[config.mk]
export PLATFORM = sky130hd
export DESIGN_NAME = whac_game_ctrl
export DESIGN_NICKNAME = d
export VERILOG_FILES = /design/src/rtl/whac_game_ctrl.sv
export SDC_FILE = /design/constraint.sdc
export NUM_CORES = 1
export LEC_CHECK = 0
export BUFFER_PORTS_ARGS = -buffer_cell sky130_fd_sc_hd__buf_2
export CORE_ASPECT_RATIO = 1.25
export CORE_UTILIZATION = 45
export DETAILED_ROUTE_END_ITERATION = 10
export PLACE_DENSITY = 0.69
export REMOVE_ABC_BUFFERS = 1
export SLEW_MARGIN = 0
export SYNTH_ARGS = -nofsm -noshare
export SYNTH_HDL_FRONTEND = slang
export SYNTH_SLANG_ARGS = --single-unit
[constraint.sdc]
create_clock -name clk -period 22.5 [get_ports clk]
set_clock_uncertainty 0.15 [all_clocks]
set_input_delay 2.25 -clock clk [delete_from_list [all_inputs] [get_ports clk]]
set_output_delay 2.25 -clock clk [all_outputs]
set_load 0.02 [all_outputs]
[src/rtl/whac_game_ctrl.sv]
// Whack-a-mole game controller: mole spawning, lifetime timeout, scoring and lives.
// Defining WHAC_STREAK_BONUS_EN enables streak-based bonus points per hit.
module whac_game_ctrl #(
    parameter int NUM_MOLES       = 18,
    parameter int CLKS_PER_MS     = 50000,
    parameter int BASE_TIMEOUT_MS = 1600,
    parameter int MAX_LIVES       = 3,
    parameter int SCORE_W         = 16
) (
    input  logic                           clk,
    input  logic                           reset,
    input  logic                           start,
    input  logic [1:0]                     level,
    input  logic [NUM_MOLES-1:0]           toggle_switches,
    input  logic [15:0]                    random_value,
    output logic [NUM_MOLES-1:0]           leds,
    output logic [SCORE_W-1:0]             points,
    output logic [$clog2(MAX_LIVES+1)-1:0] lives,
    output logic                           game_over,
    output logic                           hit_pulse
);
    localparam int IW     = (NUM_MOLES > 1) ? $clog2(NUM_MOLES) : 1;
    localparam int LW     = $clog2(MAX_LIVES + 1);
    localparam int CW     = $clog2(CLKS_PER_MS + 1);
    localparam int TW     = $clog2(BASE_TIMEOUT_MS + 1);
    localparam int GW     = 9;
    localparam int GAP_MS = 250;

    typedef enum logic [2:0] {IDLE, SPAWN, ACTIVE, GAP, GAME_OVER} state_e;

    state_e                 state_q, state_d;
    logic [NUM_MOLES-1:0]   leds_q, leds_d;
    logic [SCORE_W-1:0]     points_q, points_d;
    logic [LW-1:0]          lives_q, lives_d;
    logic [IW-1:0]          idx_q, idx_d;
    logic [TW-1:0]          timeout_q, timeout_d;
    logic [GW-1:0]          gap_q, gap_d, gap_load;
    logic [CW-1:0]          ms_cnt_q, ms_cnt_d;
    logic                   hit_q, hit_d;
    logic [NUM_MOLES-1:0]   sw_prev_q;
    logic [NUM_MOLES-1:0]   sw_edges;
    logic                   ms_tick, hit, expire, miss;
    logic [2:0]             inc;

    // Never returns the previous index so the same mole cannot light twice in a row.
    function automatic logic [IW-1:0] pick_index(input logic [15:0] rnd, input logic [IW-1:0] prev);
        logic [15:0] m;
        m = rnd % 16'(NUM_MOLES);
        if (m == {{(16-IW){1'b0}}, prev}) begin
            m = (m + 16'd1) % 16'(NUM_MOLES);
        end
        return IW'(m);
    endfunction

    function automatic logic [SCORE_W-1:0] sat_add(input logic [SCORE_W-1:0] a, input logic [2:0] b);
        logic [SCORE_W:0] sum;
        sum = {1'b0, a} + (SCORE_W+1)'(b);
        return sum[SCORE_W] ? {SCORE_W{1'b1}} : sum[SCORE_W-1:0];
    endfunction

    assign ms_tick  = (ms_cnt_q == CW'(CLKS_PER_MS - 1));
    assign sw_edges = toggle_switches ^ sw_prev_q;
    assign hit      = (state_q == ACTIVE) && |(sw_edges & leds_q);
    assign expire   = (state_q == ACTIVE) && ms_tick && (timeout_q <= TW'(1));
    assign miss     = expire && !hit;
    assign gap_load = GW'(GAP_MS) + ((level == 2'd3) ? GW'(random_value[7:0]) : GW'(0));

`ifdef WHAC_STREAK_BONUS_EN
    logic [3:0] streak_q, streak_d;

    // streak/4 is already capped at 3 by the 4-bit saturating counter.
    assign inc = 3'd1 + {1'b0, streak_q[3:2]};

    always_comb begin
        streak_d = streak_q;
        if (start || miss) begin
            streak_d = '0;
        end else if (hit && streak_q != 4'hF) begin
            streak_d = streak_q + 4'd1;
        end
    end

    always_ff @(posedge clk) begin
        if (reset) begin
            streak_q <= '0;
        end else begin
            streak_q <= streak_d;
        end
    end
`else
    assign inc = 3'd1;
`endif

    always_comb begin
        ms_cnt_d = ms_cnt_q + CW'(1);
        if (state_d == SPAWN || ms_tick) begin
            ms_cnt_d = '0;
        end
    end

    always_comb begin
        state_d   = state_q;
        leds_d    = leds_q;
        points_d  = points_q;
        lives_d   = lives_q;
        idx_d     = idx_q;
        timeout_d = timeout_q;
        gap_d     = gap_q;
        hit_d     = 1'b0;
        if (start) begin
            points_d = '0;
            lives_d  = LW'(MAX_LIVES);
            leds_d   = '0;
            state_d  = SPAWN;
        end else begin
            case (state_q)
                SPAWN: begin
                    idx_d     = pick_index(random_value, idx_q);
                    leds_d    = {{(NUM_MOLES-1){1'b0}}, 1'b1} << idx_d;
                    timeout_d = TW'(BASE_TIMEOUT_MS) >> level;
                    state_d   = ACTIVE;
                end
                ACTIVE: begin
                    // A hit in the expiry cycle still counts as a hit.
                    if (hit) begin
                        points_d = sat_add(points_q, inc);
                        hit_d    = 1'b1;
                        leds_d   = '0;
                        gap_d    = gap_load;
                        state_d  = GAP;
                    end else if (expire) begin
                        lives_d = lives_q - LW'(1);
                        leds_d  = '0;
                        if (lives_q == LW'(1)) begin
                            state_d = GAME_OVER;
                        end else begin
                            gap_d   = gap_load;
                            state_d = GAP;
                        end
                    end else if (ms_tick) begin
                        timeout_d = timeout_q - TW'(1);
                    end
                end
                GAP: begin
                    if (ms_tick) begin
                        if (gap_q <= GW'(1)) begin
                            state_d = SPAWN;
                        end else begin
                            gap_d = gap_q - GW'(1);
                        end
                    end
                end
                IDLE, GAME_OVER: begin
                    state_d = state_q;
                end
                default: state_d = IDLE;
            endcase
        end
    end

    always_ff @(posedge clk) begin
        if (reset) begin
            state_q   <= IDLE;
            leds_q    <= '0;
            points_q  <= '0;
            lives_q   <= LW'(MAX_LIVES);
            idx_q     <= '0;
            timeout_q <= '0;
            gap_q     <= '0;
            ms_cnt_q  <= '0;
            hit_q     <= 1'b0;
        end else begin
            state_q   <= state_d;
            leds_q    <= leds_d;
            points_q  <= points_d;
            lives_q   <= lives_d;
            idx_q     <= idx_d;
            timeout_q <= timeout_d;
            gap_q     <= gap_d;
            ms_cnt_q  <= ms_cnt_d;
            hit_q     <= hit_d;
        end
    end

    // Edge-detect history tracks the switches continuously so no stale edge survives a state change.
    always_ff @(posedge clk) begin
        sw_prev_q <= toggle_switches;
    end

    assign leds      = leds_q;
    assign points    = points_q;
    assign lives     = lives_q;
    assign game_over = (state_q == GAME_OVER);
    assign hit_pulse = hit_q;
endmodule

==> summary.md <==
| Metric | Value |
|---|---|
| Status | `completed` |
| CTS tree | `done` |
| Initial Util | `approximately 46%` |
| Clk slew on worst S/H paths | `70 ps` |
| Post-Syn Instances | `875` |
| Synthesized area | `approximately 7000 um^2` |
| Period minus WS final | `10740 ps` |
| R2r setup slk | `~19000 ps` |
| Max capacitance violation total | `0` |
| Skew-Pair Late Insertion Delay | `roughly 350 ps` |
| R2r endpoint | `timeout_q[2]` |
| Number of diodes | `0` |
| Placed Cells | `approximately 1100` |
| Via Count | `approximately 6600` |
| Post-synth EDFFs | `0` |
| Vias in the first global route | `between 5000 and 6000` |
| Port buffer count | `76` |
| Layout cell share with drive strength beyond 1 | `about 15%` |
| Top cell by count, worst path | `o21ai_0` |
| Worst R2R Start | `sw_prev_q[6]` |
| Netlist cell types | `just under 100` |
| Initial DRC count | `roughly 450` |
| DRC viols | `0` |
| Final setup fails | `0` |
| Combinational share of power | `around 52%` |
| Post-synthesis sequential area ratio | `roughly 29%` |
| Setup_tns | `0 ps` |
| Unrepaired setup endpoints after global routing | `no` |
| Asr flop ratio synth | `0%` |
| Core Region | `approximately 15000 um^2` |
| Crit. Startpoint | `random_value[11]` |
| Grt ovf | `0` |
| Hold Startpoint | `ms_cnt_q[0]` |
| Switching part of the total power | `between 40% and 50%` |
| Slew Limit Fails | `0` |
| Dpl ws | `around 12000 ps` |
| Max incr delay on CP | `roughly 610 ps` |
| Ys Warns | `0` |
| Dpl hpwl | `about 13000 um` |
| Number of I/O pins | `77` |
| Post-CTS sizing | `0` |
| P_sw | `about 300 uW` |
| Maximum fanout along the worst path | `26` |
| Crit path launch type | `input port` |
| Post-DRT Antenna Nets | `0` |
| Slowest CP cell | `o21ai_0` |
| Drt first pass iters | `5` |
| Post-cts hold buffer count | `0` |
| Crit share post-route | `47.74%` |
| Register share of total power | `roughly 26%` |
| Via density | `5.891` |
| Critical path destination | `leds[11]` |
| Pin count of the biggest net entering global routing | `32` |
| Nets@finish | `984` |
| Die Wd | `around 110 um` |
| Clk buf depth | `2` |
| GR Util All Layers | `a little over a fifth` |
| Post-Syn Area per Cell | `7.918 um^2` |
| CP required | `22630 ps` |
| Final hold vios | `0` |
| Cell-internal power | `roughly 410 uW` |
| Final WL | `16960 um` |
| Reg2reg path depth | `10` |
| CTS root buf | `clkbuf_16` |
| Crit path DAT | `roughly 11000 ps` |
| Post-CTS Setup Bufs | `0` |
| # fillers | `1488` |
| Main flop type after synthesis | `dfxtp_1` |
| Die ar. | `approximately 16000 um^2` |
| Row count | `50` |
| Worst-Margin Slew | `1233 ps` |
| H-tree depth | `3` |
| CP Capture Type | `flip-flop` |
| Initial antenna violation count | `0` |
| Static Leak | `3.085 nW` |
| Layout area overhead | `11.52%` |
| CTS sink count | `slightly below 100` |
| HP Class | `flip-flop to flip-flop` |
| Total CTS buffers | `9` |
| PwrDens | `just over 90 nW/um^2` |
| Fin area | `7726 um^2` |
| Global-route wire length before repair | `about 28000 um` |
| Placement-stage cell area | `7410 um^2` |
| GP Congestion | `between 0.9 and 1` |
| Setup WS post-layout | `about 12000 ps` |
| Non-Filler Instances | `around 1100` |
| Maximum vdd drop | `approximately 0.059 mV` |
| Yosys reg bits | `around 100` |
| Post-DR wirelength/cell | `15.22 um` |
| WS Path Type | `input port to flip-flop` |
| Slew headroom | `about 18%` |
| Clk pwr share | `a little under a quarter` |
| Max Clk Rate | `93.11 MHz` |
| Die Height | `between 100 and 150 um` |
==> registers in the layout, indices dropped and copies added (netlist names) <==
| signal | count |
|---|---|
| leds | 18 |
| sw_prev_q | 18 |
| ms_cnt_q | 16 |
| points | 16 |
| timeout_q | 11 |
| gap_q | 9 |
| idx_q | 5 |
| state_q | 3 |
| lives | 2 |
| hit_pulse | 1 |
==> how the worst min path moves through the flow <==
stage                     slack, ps     endpoint  depth (start not counted)
after detailed placement        290  ms_cnt_q[0]                          1
after global placement          280  ms_cnt_q[0]                          1
after CTS                       300  ms_cnt_q[0]                          1
after floorplan                 260  ms_cnt_q[0]                          1
after global routing            330  ms_cnt_q[0]                          1
final                           290  ms_cnt_q[0]                          1
==> power groups by stage <==
stage	sequential, mW	clock, mW	combinational (mW)
after detailed placement	0.188	0	0.367
after global placement	0.188	0	0.364
after global routing	0.185	0.173	0.415
after floorplan	0.189	0	0.288
after CTS	0.184	0.164	0.368
final	0.184	0.162	0.370
==> cell type report <==
cell class | instances | area, um^2 | area share [%]
multi-input combinational | 713 | 4700 | 60.83
sequential | 99 | 1982 | 25.65
timing repair buffer | 80 | 410.4 | 5.312
tap | 182 | 227.7 | 2.947
clock buffer | 9 | 225.2 | 2.915
clock inverter | 7 | 91.34 | 1.182
inverter | 24 | 90.09 | 1.166
==> kinds of logic after synthesis <==
family          Yosys count  share of synthesized area (%)
simple gates            357                          27.31
compound gates          264                          27.40
flops                    99                          28.61
buf+inv                  63                          3.648
xor+xnor                 61                          7.820
fa+ha+maj                19                          3.395
mux                      12                          1.824
==> cells in the final DEF (no fill, tap or decap), types with 14 or more instances in the layout <==
cell and n:
nand4_1 18, ha_1 18, nor3_1 31, and2_1 24, buf_2 76, o21ai_1 21
nand2_1 77, xnor2_1 24, dfxtp_1 99, nand3_1 26, xor2_1 36, o21ai_0 49
a211oi_1 14, a21oi_1 44, nor2_1 77, nand2b_1 15, inv_1 24
==> routing by layer <==
layer / global-route usage [%] / vias to the layer above / wire, um
met1: 26.74 / 3083 / 7849
met4: 6.440 / 0 / 244
met2: 37.59 / 112 / 8512
li1: - / 3345 / -
met3: 2.408 / 23 / 349
met5: 0 / - / 0
==> synth_stat cells, drive strengths merged, types with 7 or more instances <==
| library cell | n | area (um^2) |
|---|---|---|
| nand4 | 18 | 112.6 |
| a21oi | 45 | 229.0 |
| a22oi | 12 | 90.09 |
| mux2i | 7 | 70.07 |
| xor2 | 37 | 331.6 |
| nor3 | 32 | 165.2 |
| o21ai | 71 | 359.1 |
| a211oi | 15 | 117.6 |
| o21a | 7 | 52.55 |
| nor3b | 8 | 60.06 |
| xnor2 | 24 | 210.2 |
| ha | 18 | 225.2 |
| clkbuf | 25 | 93.84 |
| nand3 | 26 | 130.1 |
| nor2b | 12 | 77.58 |
| nor2 | 77 | 289.0 |
| dfxtp | 99 | 1982 |
| a211o | 7 | 61.31 |
| o211ai | 14 | 115.1 |
| and2 | 25 | 156.4 |
| o211a | 9 | 90.09 |
| or2 | 8 | 50.05 |
| buf | 14 | 68.82 |
| nand2b | 15 | 93.84 |
| a31oi | 8 | 56.30 |
| and3 | 12 | 80.08 |
| inv | 24 | 90.09 |
| nand2 | 78 | 295.3 |
==> metrics by stage <==
stage / utilization, % / hold slack, ps / total power [mW]
2_1_floorplan: - / 263.5 / 0.4774
6_report: 51.46 / 293.2 / 0.7168
5_1_grt: 51.46 / 325.9 / 0.7730
4_1_cts: 51.46 / 300.6 / 0.7172
3_3_place_gp: 49.35 / 284.9 / 0.5526
3_5_place_dp: 49.35 / 289.3 / 0.5551
==> critical path, delay by kind of cell <==
kind | cells | cell delay, ps
mux | 1 | 480
fa+ha+maj | 1 | 240
compound gates | 18 | 4990
buf+inv | 2 | 460
simple gates | 8 | 2410
Power figures use the tool's default switching activity.
